### src/rtl/uart_frame_builder.sv
// Buffers payload bytes and, on request, emits {sel, length} followed by the
// payload to a UART_TX through its DV/active/done handshake.
module uart_frame_builder #(
  parameter int DEPTH  = 64,
  parameter int ADDR_W = 6
) (
  input  logic       clk,
  input  logic       rst,
  input  logic       i_wr_en,
  input  logic [7:0] i_wr_byte,
  output logic       o_full,
  output logic [5:0] o_count,
  input  logic       i_send,
  input  logic [1:0] i_sel,
  output logic       o_busy,
  output logic       o_frame_done,
  output logic       o_tx_dv,
  output logic [7:0] o_tx_byte,
  input  logic       i_tx_active,
  input  logic       i_tx_done
);

  typedef enum logic [2:0] {
    IDLE,
    HDR,
    HDR_WAIT,
    DATA,
    DATA_WAIT,
    DONE
  } state_t;

  state_t            state_q, state_d;
  logic [7:0]        mem [DEPTH];
  logic [ADDR_W-1:0] wr_ptr_q, wr_ptr_d;
  logic [ADDR_W-1:0] rd_ptr_q, rd_ptr_d;
  logic [5:0]        count_d;
  logic [5:0]        len_q, len_d;
  logic [1:0]        sel_q, sel_d;
  logic              full_d, busy_d, done_d, dv_d;
  logic [7:0]        byte_d;
  logic              wr_fire;

  always_ff @(posedge clk) begin
    if (wr_fire) mem[wr_ptr_q] <= i_wr_byte;
  end

  always_comb begin
    state_d  = state_q;
    wr_ptr_d = wr_ptr_q;
    rd_ptr_d = rd_ptr_q;
    count_d  = o_count;
    len_d    = len_q;
    sel_d    = sel_q;
    byte_d   = o_tx_byte;
    dv_d     = 1'b0;
    done_d   = 1'b0;
    wr_fire  = 1'b0;

    case (state_q)
      IDLE: begin
        // busy stays high for the cycle after DONE, so a request there is dropped
        if (!o_busy) begin
          if (i_send && o_count != '0) begin
            len_d   = o_count;
            sel_d   = i_sel;
            state_d = HDR;
          end else if (i_wr_en && !o_full) begin
            wr_fire  = 1'b1;
            wr_ptr_d = wr_ptr_q + ADDR_W'(1);
            count_d  = o_count + 6'd1;
          end
        end
      end
      HDR: begin
        if (!i_tx_active) begin
          dv_d    = 1'b1;
          byte_d  = {sel_q, len_q};
          state_d = HDR_WAIT;
        end
      end
      HDR_WAIT: begin
        if (i_tx_done) begin
          rd_ptr_d = '0;
          state_d  = DATA;
        end
      end
      DATA: begin
        if (!i_tx_active) begin
          dv_d     = 1'b1;
          byte_d   = mem[rd_ptr_q];
          rd_ptr_d = rd_ptr_q + ADDR_W'(1);
          state_d  = DATA_WAIT;
        end
      end
      DATA_WAIT: begin
        if (i_tx_done) state_d = (6'(rd_ptr_q) == len_q) ? DONE : DATA;
      end
      DONE: begin
        done_d   = 1'b1;
        wr_ptr_d = '0;
        rd_ptr_d = '0;
        count_d  = '0;
        state_d  = IDLE;
      end
      default: state_d = IDLE;
    endcase

    busy_d = (state_d != IDLE) || (state_q == DONE);
    full_d = busy_d || (count_d == 6'd63);
  end

  always_ff @(posedge clk) begin
    if (rst) begin
      state_q      <= IDLE;
      wr_ptr_q     <= '0;
      rd_ptr_q     <= '0;
      len_q        <= '0;
      sel_q        <= '0;
      o_count      <= '0;
      o_full       <= 1'b0;
      o_busy       <= 1'b0;
      o_frame_done <= 1'b0;
      o_tx_dv      <= 1'b0;
      o_tx_byte    <= '0;
    end else begin
      state_q      <= state_d;
      wr_ptr_q     <= wr_ptr_d;
      rd_ptr_q     <= rd_ptr_d;
      len_q        <= len_d;
      sel_q        <= sel_d;
      o_count      <= count_d;
      o_full       <= full_d;
      o_busy       <= busy_d;
      o_frame_done <= done_d;
      o_tx_dv      <= dv_d;
      o_tx_byte    <= byte_d;
    end
  end

endmodule

### config.mk
export PLATFORM = sky130hd
export DESIGN_NAME = uart_frame_builder
export DESIGN_NICKNAME = d
export VERILOG_FILES = /design/src/rtl/uart_frame_builder.sv
export SDC_FILE = /design/constraint.sdc
export NUM_CORES = 1
export LEC_CHECK = 0
export ABC_CLOCK_PERIOD_IN_PS = 3500
export BUFFER_PORTS_ARGS = -buffer_cell sky130_fd_sc_hd__buf_4
export CORE_MARGIN = 1
export CORE_UTILIZATION = 35
export CTS_BUF_LIST = sky130_fd_sc_hd__clkbuf_8
export DETAILED_ROUTE_END_ITERATION = 16
export SLEW_MARGIN = 20
export SYNTH_ARGS = -nofsm -noshare
export SYNTH_HDL_FRONTEND = slang
export SYNTH_SLANG_ARGS = --single-unit
### constraint.sdc
create_clock -name clk -period 3.5 [get_ports clk]
set_input_delay 1.05 -clock clk [delete_from_list [all_inputs] [get_ports clk]]
set_output_delay 1.05 -clock clk [all_outputs]
set_load 0.05 [all_outputs]
==> metrics.md, run 1 <==
| Metric | Value |
|---|---|
| Post-synth ARST share | `0` |
| H-tree level count | `3` |
| Die H | `253 um` |
| CP arrival | `3110 ps` |
| Critical path data required time | `roughly 3900 ps` |
| Grt total ovfl | `0` |
| Count of buffers from port buffering | `33` |
| First DRT Iteration DRCs | `957` |
| Largest net degree at the start of global routing | `65` |
| Synth area leader | `edfxtp_1` |
| CTS Buf Count | `90` |
| DIE AREA | `0.0639 sq mm` |
| Core area | `0.0619 sq mm` |
| CP top delay family | `simple AND/OR/NAND/NOR gates` |
| Vias in the first global route | `11.6k` |
| Combinational cell fraction of total power | `0.073` |
| Status | `finished, final reports clean` |
| P_sw | `3.25 mW` |
| Seq pwr share | `0.549` |
| Layout area overhead | `15.5%` |
| RSZ-0062 raised after global routing | `false` |
| Switching part of the total power | `0.238` |
| Wire length per cell | `23.3 um` |
| DP HPWL | `31000 um` |
| WL final | `51400 um` |
| Mapped cell area | `0.0220 sq mm` |
| RePlAce Congestion | `0.805` |
| Post-synth EDFFs | `roughly 510` |
| Detail Route Antenna Nets | `0` |
| Slew of the pin with the lowest slew margin | `~840 ps` |
| Slowest stage delay, CP | `~530 ps` |
| Initial Util | `0.356` |
| Synth top cells by count | `512 x edfxtp_1, 128 x mux4_2, 102 x nor2_1, 55 x mux2i_1, 47 x dfxtp_1` |
| Clock Skew | `roughly 33 ps` |
| Fin Hold WS | `519 ps` |
| Total track usage | `0.164` |
| Clk slew on worst S/H paths | `around 60 ps` |
| Worst Setup End Kind | `register` |
| Finish-stage setup viols | `0` |
| Pwr Density | `538 mW/mm^2` |
| Headroom to the max-slew limit | `0.442` |
| First-pass GRT wire length | `roughly 76000 um` |
| Post-DR vias/cell | `~5.1` |
| Avg Inst Size Synth | `between 15 and 20 sq um` |
| Worst Path Buf+Inv | `2` |
| Post-layout nets | `1317` |
| Hold buffer count at cts | `0` |
| Inserted Diodes | `0` |
| CTS tree | `built` |
| Number of remaining DRC errors | `0` |
| Clock power frac | `0.378` |
| # IOs | `34` |
| FP Rows | `91` |
| Peak supply drop | `about 0.25 mV` |
| Class of the worst hold path | `register to register` |
| Final Core Density | `0.411` |
| Clock latency on the worst-skew pair | `between 600 and 700 ps` |
| Main area contributors after synthesis | `edfxtp_1 70%, mux4_2 13%, dfxtp_1 4.3%` |
| Clock sinks | `between 500 and 600` |
| Final hold viol count | `0` |
| Initial antenna violation count | `0` |
| Syn_nets | `1163` |
| Final Critical Period | `2730 ps` |
| Crit path launch type | `register` |
| Post-synthesis cell type count | `55` |
| Chip width | `253 um` |
| Most common cell in the netlist | `edfxtp_1` |
| DR vias | `11.3k` |
| Share of cells above drive strength 1 | `0.277` |
| Clock Path Buffers | `3` |
| Leak | `7.97 nW` |
| Max Slew Vio Count | `0` |
| Yosys warnings | `0` |
| Setup TNS | `0 ps` |
| Yosys reg bits | `559` |
| Top cell type's share of synthesized area | `0.698` |
| Clock root buffer | `clkbuf_8` |
| Synth Instances | `between 1k and 1.5k` |
| Max cap viols | `0` |
| Most used cell, CP | `buf_4` |
| Post_cts resized | `0` |
| Post-CTS Setup Bufs | `0` |
| Final worst setup slack | `769 ps` |
| Worst Path Max Fanout | `12` |
| Pre-CTS WS | `455 ps` |
| TritonRoute pass-1 iters | `5` |
| Worst path cell trace | `nor4_4, and3b_1, nand2_1, or4b_1, buf_4, nor2_1, buf_4` |
| WS Path Type | `register to register` |
| Seq/Total Area, Yosys | `0.741` |
| Maximum clock rate | `366 MHz` |
| P_int | `approximately 10 mW` |
| Period utilization | `0.780` |
| Critical path's slowest cell | `or4b_1` |
| Ys flop type | `edfxtp_1` |
-- registers in the layout (all words and copies together) (netlist names), named ones only --
signal	cells
mem	512
o_tx_byte	8
len_q	6
o_count	6
rd_ptr_q	6
wr_ptr_q	6
state_q	3
sel_q	2
o_busy	1
o_frame_done	1
o_full	1
o_tx_dv	1
-- metrics by stage --
stage | cells | instance area, sq um | power (mW)
floorplan | 1143 | 22000 | 8.21
global placement | 2042 | 23800 | 8.62
detailed placement | 2042 | 23800 | 8.64
CTS | 2207 | 25400 | 13.8
global route | 2207 | 25400 | 14.2
finish | 2207 | 25400 | 13.7
-- worst paths after layout --
check        depth (start not counted)       start  slack, ps          to
min reg2reg                          2    sel_q[1]        520    sel_q[1]
max reg2reg                          7  state_q[0]        770  mem[49][3]
max                                  7  state_q[0]        770  mem[49][3]
min                                  2    sel_q[1]        520    sel_q[1]
-- power groups by stage --
stage | sequential, mW | combinational, mW | clock, mW
global route | 7.52 | 1.07 | 5.59
global placement | 7.64 | 0.984 | 0
finish | 7.50 | 0.997 | 5.18
detailed placement | 7.64 | 0.994 | 0
CTS | 7.50 | 0.997 | 5.31
floorplan | 7.69 | 0.523 | 0
-- cell type report --
cell class | count | area (sq um)
Fill cell | 5550 | 36500
Sequential cell | 559 | 16300
Multi-Input combinational cell | 509 | 5340
Clock buffer | 96 | 1320
Tap cell | 837 | 1050
Timing Repair Buffer | 129 | 1030
Clock inverter | 69 | 339
Inverter | 8 | 30.0
-- cells by family (layout without fill, tap and decap cells) --
| group | count (synthesis) | count (layout) | synth area share |
|---|---|---|---|
| compound gates | 100 | 100 | 0.0324 |
| xor+xnor | 15 | 15 | 0.00596 |
| fa+ha+maj | 4 | 4 | 0.00227 |
| buf+inv | 75 | 302 | 0.0167 |
| flops | 559 | 559 | 0.741 |
| mux | 186 | 186 | 0.157 |
| simple gates | 204 | 204 | 0.0445 |
-- worst min-delay path, delay by kind of cell, from the launching register on --
family	cells	cell delay [ps]
flops	1	340
mux	1	70
simple gates	1	80
-- placed cells by master, fill, tap and decap left out, types with 3 or more instances in the layout --
cell type,Yosys,layout
mux2i_1,55,55
nand2b_1,9,9
buf_12,0,5
a221o_1,7,7
o31ai_1,3,3
clkinv_2,0,4
inv_6,0,3
nand4_1,5,5
a211oi_1,10,10
nor3_1,8,8
dfxtp_4,0,3
nand3_1,8,8
ha_1,4,4
xnor2_1,10,10
nand2_1,32,32
or3_1,5,5
mux2_2,3,3
dfxtp_1,47,43
nor2_1,102,102
nand3b_1,8,8
a21o_1,9,9
o21ai_0,15,15
a22oi_1,8,8
o22ai_1,14,14
a21oi_1,11,11
clkbuf_8,0,96
a221oi_1,8,8
inv_1,8,47
and2_1,7,7
xor2_1,5,5
buf_4,8,124
clkinv_1,0,19
mux4_2,128,128
nor2b_1,5,5
or3b_2,3,3
edfxtp_1,512,512
-- per-layer routing --
metal / wire, um / global-route usage / vias up
met5: 0 / 0 / -
met4: 1240 / 0.0519 / 0
met3: 3410 / 0.0389 / 84
met2: 23600 / 0.246 / 353
met1: 23200 / 0.237 / 5912
li1: - / - / 4970
Note: power is estimated with default switching activity, not from simulation.
==> run 2: changes to the inputs <==
--- a/config.mk
+++ b/config.mk
@@ -5,7 +5,7 @@
 export SDC_FILE = /design/constraint.sdc
 export NUM_CORES = 1
 export LEC_CHECK = 0
-export ABC_CLOCK_PERIOD_IN_PS = 3500
+export ABC_CLOCK_PERIOD_IN_PS = 2850
 export BUFFER_PORTS_ARGS = -buffer_cell sky130_fd_sc_hd__buf_4
 export CORE_MARGIN = 1
 export CORE_UTILIZATION = 35
==> constraint.sdc (replaced) <==
create_clock -name clk -period 2.85 [get_ports clk]
set_input_delay 0.855 -clock clk [delete_from_list [all_inputs] [get_ports clk]]
set_output_delay 0.855 -clock clk [all_outputs]
set_load 0.05 [all_outputs]
==> run 2 against run 1 <==
Effect of this change:
- sequential power increased by 23%
- register-to-register slack got worse by 500 ps
- sequential cell count unchanged
- via count unchanged
- fmax increased by 5.8%
- sequential share of layout area decreased by 0.44 points
- worst setup slack got worse by 500 ps
- final cell count increased by 0.68%
==> metrics.md, run 2 (synthesis gave the netlist of run 1 again) <==
| Metric | Value |
|---|---|
| Post_cts resized | `0` |
| Die H | `253 um` |
| Final Core Density | `0.414` |
| Worst Path Max Fanout | `8` |
| CTS Buf Count | `89` |
| WL final | `50800 um` |
| Placed Cells | `2059` |
| Seq pwr share | `0.544` |
| Post-layout nets | `1333` |
| FP Rows | `91` |
| Total track usage | `0.162` |
| RePlAce Congestion | `0.836` |
| Layout area overhead | `16.3%` |
| Grt total ovfl | `0` |
| Status | `finished, final reports clean` |
| Max Slew Vio Count | `0` |
| Inserted Diodes | `0` |
| TritonRoute pass-1 iters | `6` |
| Final Critical Period | `between 2000 and 3000 ps` |
| Design Area, Final | `0.0256 sq mm` |
| Largest net degree at the start of global routing | `65` |
| P_int | `12.9 mW` |
| Pwr Density | `661 mW/mm^2` |
| Largest regs | `mem: 512 flops, o_tx_byte: 8 flops` |
| Clock Skew | `21.6 ps` |
| Period utilization | `0.906` |
| First DRT Iteration DRCs | `988` |
| Max cap viols | `0` |
| Clock latency on the worst-skew pair | `660 ps` |
| H-tree level count | `3` |
| Register bank with the most flops | `mem` |
| CTS tree | `built` |
| Non-Filler Instances | `2222` |
| Metal3 WL | `~3500 um` |
| Core area | `0.0619 sq mm` |
| Count of buffers from port buffering | `33` |
| DIE AREA | `0.0639 sq mm` |
| Clk slew on worst S/H paths | `60 ps` |
| Crit path launch type | `register` |
| Class of the worst hold path | `input pin to register` |
| Most frequent cells in the layout | `512 x edfxtp_1, 138 x buf_4, 128 x mux4_2` |
| Headroom to the max-slew limit | `0.455` |
| Leak | `8.04 nW` |
| Highest Signal Layer | `met4` |
| Critical path data required time | `3200 ps` |
| Maximum clock rate | `387 MHz` |
| Slew of the pin with the lowest slew margin | `817 ps` |
| Clock Path Buffers | `3` |
| Max reg flops | `512` |
| Placed inst area | `around 0.024 sq mm` |
| CP arrival | `2930 ps` |
| Setup TNS | `0 ps` |
| RSZ-0062 raised after global routing | `false` |
| Initial Util | `0.356` |
| Number of remaining DRC errors | `0` |
| Detail Route Antenna Nets | `0` |
| Clock sinks | `559` |
| P_sw | `between 4 and 5 mW` |
| Combinational cell fraction of total power | `0.078` |
| Worst Setup End Kind | `register` |
| First-pass GRT wire length | `75400 um` |
| Peak supply drop | `between 0.3 and 0.4 mV` |
| DR vias | `about 11k` |
| Clock power frac | `0.379` |
| WL met1 | `roughly 22000 um` |
| Clock root buffer | `clkbuf_8` |
| Initial antenna violation count | `0` |
| Hold buffer count at cts | `0` |
| Post-CTS Setup Bufs | `0` |
| Finish-stage setup viols | `0` |
| Final hold viol count | `0` |
| Commonest non-fill, non-tap cell in the layout | `edfxtp_1` |
| DP HPWL | `31400 um` |
| Switching part of the total power | `0.239` |
| Share of cells above drive strength 1 | `0.295` |
| # IOs | `34` |
| Post-DR vias/cell | `roughly 5.1` |
| WS Path Type | `register to register` |
| Chip width | `253 um` |
| Vias in the first global route | `roughly 12k` |
| Wire length per cell | `22.9 um` |
| Met2 wire len | `23600 um` |
==> run 2: cell types whose count changed in the layout (fill, tap and decap cells not counted), sizes merged <==
cell      delta
buf         +17
clkinv      +13
clkbuf       +1
clkinvlp     +1
inv         -17
==> run 2: area by class of cell <==
type | count | area, sq um
clock buffers | 97 | 1340
repair buffers | 146 | 1200
inverters | 8 | 30.0
multi-input cells | 509 | 5340
fillers | 5496 | 36300
flip-flops and latches | 559 | 16300
well taps | 837 | 1050
clock inverters | 66 | 334
==> run 2: critical path, stage by stage, from the launching register on <==
cell	delay [ps]
dfxtp_1	380
or3_1	430
o21ai_2	260
nand2_1	130
or4b_1	510
buf_4	230
nor2_1	130
buf_4	200
==> run 2: metal layers <==
layer / GRT usage / vias to the layer above
met5: 0 / -
met4: 0.0587 / 0
met3: 0.0359 / 77
met2: 0.249 / 384
met1: 0.225 / 5859
li1: - / 4999
==> run 2: final timing paths <==
check | start | to | slack, ps | depth (start not counted)
worst max-delay path | o_count[2] | mem[57][0] | 270 | 7
worst max register to register | o_count[2] | mem[57][0] | 270 | 7
worst min register to register | sel_q[0] | sel_q[0] | 500 | 2
worst min-delay path | i_sel[1] | sel_q[1] | 450 | 3
==> run 2: through the flow <==
| step | total power [mW] | hold slack (ps) | setup WS (ps) |
|---|---|---|---|
| 2_1_floorplan | 10.1 | 453 | 152 |
| 3_3_place_gp | 10.7 | 485 | 212 |
| 3_5_place_dp | 10.7 | 489 | 217 |
| 4_1_cts | 17.1 | 399 | 271 |
| 5_1_grt | 17.6 | 442 | 53.0 |
| 6_report | 16.9 | 446 | 268 |
==> run 2: power by group through the flow <==
stage / logic, mW / clock network, mW / registers [mW]
2_1_floorplan: 0.642 / 0 / 9.44
3_3_place_gp: 1.30 / 0 / 9.37
3_5_place_dp: 1.32 / 0 / 9.37
4_1_cts: 1.32 / 6.58 / 9.20
5_1_grt: 1.43 / 6.92 / 9.21
6_report: 1.31 / 6.41 / 9.20
==> run 3: changes to the inputs <==
--- a/config.mk
+++ b/config.mk
@@ -7,6 +7,7 @@
 export LEC_CHECK = 0
 export ABC_CLOCK_PERIOD_IN_PS = 2850
 export BUFFER_PORTS_ARGS = -buffer_cell sky130_fd_sc_hd__buf_4
+export CORE_ASPECT_RATIO = 0.6
 export CORE_MARGIN = 1
 export CORE_UTILIZATION = 35
 export CTS_BUF_LIST = sky130_fd_sc_hd__clkbuf_8
==> run 3 against run 2 <==
Effect of this change:
- final cell count shrank 1.2%
- non-clock buffer count increased by 1
- sequential cell count did not move
- combinational power hardly changed
- core utilization decreased by 0.15 points
- routed wire length rose by 4.7%
- power is 4.4% lower
- fmax shrank 3.7%
- die area hardly changed
- critical endpoint is now mem[57][1]
==> metrics.md, run 3 (synthesis gave the netlist of run 1 again) <==
| Metric | Value |
|---|---|
| Status | `finished, final reports clean` |
| CTS tree | `built` |
| Clock root buffer | `clkbuf_8` |
| Multi-input logic area | `0.00534 sq mm` |
| Final Critical Period | `around 2700 ps` |
| Register bank with the most flops | `mem` |
| Period utilization | `0.940` |
| Design Area, Final | `0.0254 sq mm` |
| Pwr Density | `638 mW/mm^2` |
| Commonest non-fill, non-tap cell in the layout | `edfxtp_1` |
| Worst Setup SP | `o_count[2]` |
| # IOs | `34` |
| DP HPWL | `33600 um` |
| CTS Buf Count | `78` |
| Wire length per cell | `24.2 um` |
| Worst Path Max Fanout | `8` |
| H-tree level count | `3` |
| Number of remaining DRC errors | `0` |
| Fillcell total | `about 5.4k` |
| Clock latency on the worst-skew pair | `660 ps` |
| Vias in the first global route | `roughly 11k` |
| Most frequent cells in the layout | `512 x edfxtp_1, 135 x buf_4, 128 x mux4_2` |
| Grt total ovfl | `0` |
| Placed inst area | `0.0240 sq mm` |
| Slowest stage delay, CP | `540 ps` |
| Detail Route Antenna Nets | `0` |
| Fin Hold WS | `459 ps` |
| Layout area overhead | `15.2%` |
| Class of the worst hold path | `input pin to register` |
| WS Path Type | `register to register` |
| RSZ-0062 raised after global routing | `false` |
| RR Endpoint | `mem[57][1]` |
| CP arrival | `3020 ps` |
| Reg2reg start | `o_count[2]` |
| Peak supply drop | `0.281 mV` |
| Initial Util | `0.358` |
| Setup TNS | `0 ps` |
| Min-Delay Startpoint | `i_sel[1]` |
| Final Core Density | `0.412` |
| Reg2reg setup slack | `170 ps` |
| Max Slew Vio Count | `0` |
| DIE AREA | `around 0.064 sq mm` |
| Headroom to the max-slew limit | `0.464` |
| FP Rows | `70` |
| TritonRoute pass-1 iters | `7` |
| Count of buffers from port buffering | `33` |
| Clock Path Buffers | `3` |
| Critical path data required time | `between 3000 and 4000 ps` |
| RePlAce Congestion | `0.855` |
| Hold buffer count at cts | `0` |
| Crit path launch type | `register` |
| Clock Skew | `31.2 ps` |
| Critical path's slowest cell | `or4b_1` |
| Worst Setup End Kind | `register` |
| Largest regs | `mem: 512 flops, o_tx_byte: 8 flops` |
| Post-DR vias/cell | `around 5.2` |
| Leak | `7.88 nW` |
| Slew of the pin with the lowest slew margin | `approximately 800 ps` |
| DR vias | `11.5k` |
| Worst path cell trace | `or3_1, o21ai_2, nand2_1, or4b_1, buf_4, nor2_1, buf_4` |
| Non-Filler Instances | `2195` |
| Maximum clock rate | `~370 MHz` |
| Post_cts resized | `0` |
| Placed Cells | `2051` |
| WL final | `53100 um` |
| First DRT Iteration DRCs | `about 1.4k` |
| Post-layout nets | `1323` |
| R2r worst-path depth | `7` |
| Share of cells above drive strength 1 | `0.280` |
| Total track usage | `0.169` |
| Reg area | `0.0163 sq mm` |
| Worst setup path end | `mem[57][1]` |
| Chip width | `326 um` |
| Initial antenna violation count | `0` |
| Post-CTS Setup Bufs | `0` |
| Most used cell, CP | `buf_4` |
| First-pass GRT wire length | `78800 um` |
| Final hold viol count | `0` |
| Clock sinks | `559` |
| Die H | `196 um` |
| Inserted Diodes | `0` |
| Clk slew on worst S/H paths | `roughly 70 ps` |
| Max reg flops | `~510` |
| Max cap viols | `0` |
| Core area | `0.0616 sq mm` |
| Finish-stage setup viols | `0` |
| Largest net degree at the start of global routing | `65` |
run 3: cell types whose count changed in the layout (fill, tap and decap cells not counted), sizes merged:
cell / previous run / this run
clkbuf: 97 / 81
bufinv: 2 / 0
buf: 146 / 147
clkinv: 36 / 35
clkinvlp: 3 / 4
inv: 33 / 32
run 3: worst max-delay path, delay by kind of cell, from the launching register on:
family | cells | cell delay [ps]
compound gates | 1 | 320
buf+inv | 2 | 410
simple gates | 4 | 1260
flops | 1 | 370
run 3: final cells by class:
type,count,share of cell area
inverter,8,0.00118
tap,828,0.0408
timing repair buffer,147,0.0494
clock buffer,81,0.0439
clock inverter,63,0.0105
sequential,559,0.644
multi-input combinational,509,0.211
run 3: per-stage QoR:
stage                     setup WS (ps)  total power [mW]
after detailed placement            120              10.7
after CTS                           226              16.3
after global routing               70.3              16.8
after global placement              124              10.7
final                               170              16.2
after floorplan                     152              10.1
run 3: worst min path at each step:
| stage | to | slack (ps) | cells after the start |
|---|---|---|---|
| 6_report | sel_q[1] | 460 | 3 |
| 5_1_grt | sel_q[1] | 430 | 3 |
| 4_1_cts | sel_q[0] | 410 | 3 |
| 3_5_place_dp | sel_q[0] | 500 | 2 |
| 3_3_place_gp | sel_q[0] | 500 | 2 |
| 2_1_floorplan | sel_q[0] | 450 | 2 |
run 3: power breakdown:
part	total [mW]	switching (mW)	internal, mW
sequential	9.20	0.106	9.09
clock	5.64	3.00	2.65
combinational	1.34	0.869	0.468
total	16.2	3.97	12.2
run 3: routing by layer:
| metal | vias up | part of all wire | global-route usage |
|---|---|---|---|
| met5 | - | 0 | 0 |
| met4 | 0 | 0.012 | 0.0350 |
| met3 | 53 | 0.090 | 0.0471 |
| met2 | 487 | 0.39 | 0.213 |
| met1 | 5957 | 0.51 | 0.280 |
| li1 | 4970 | - | - |
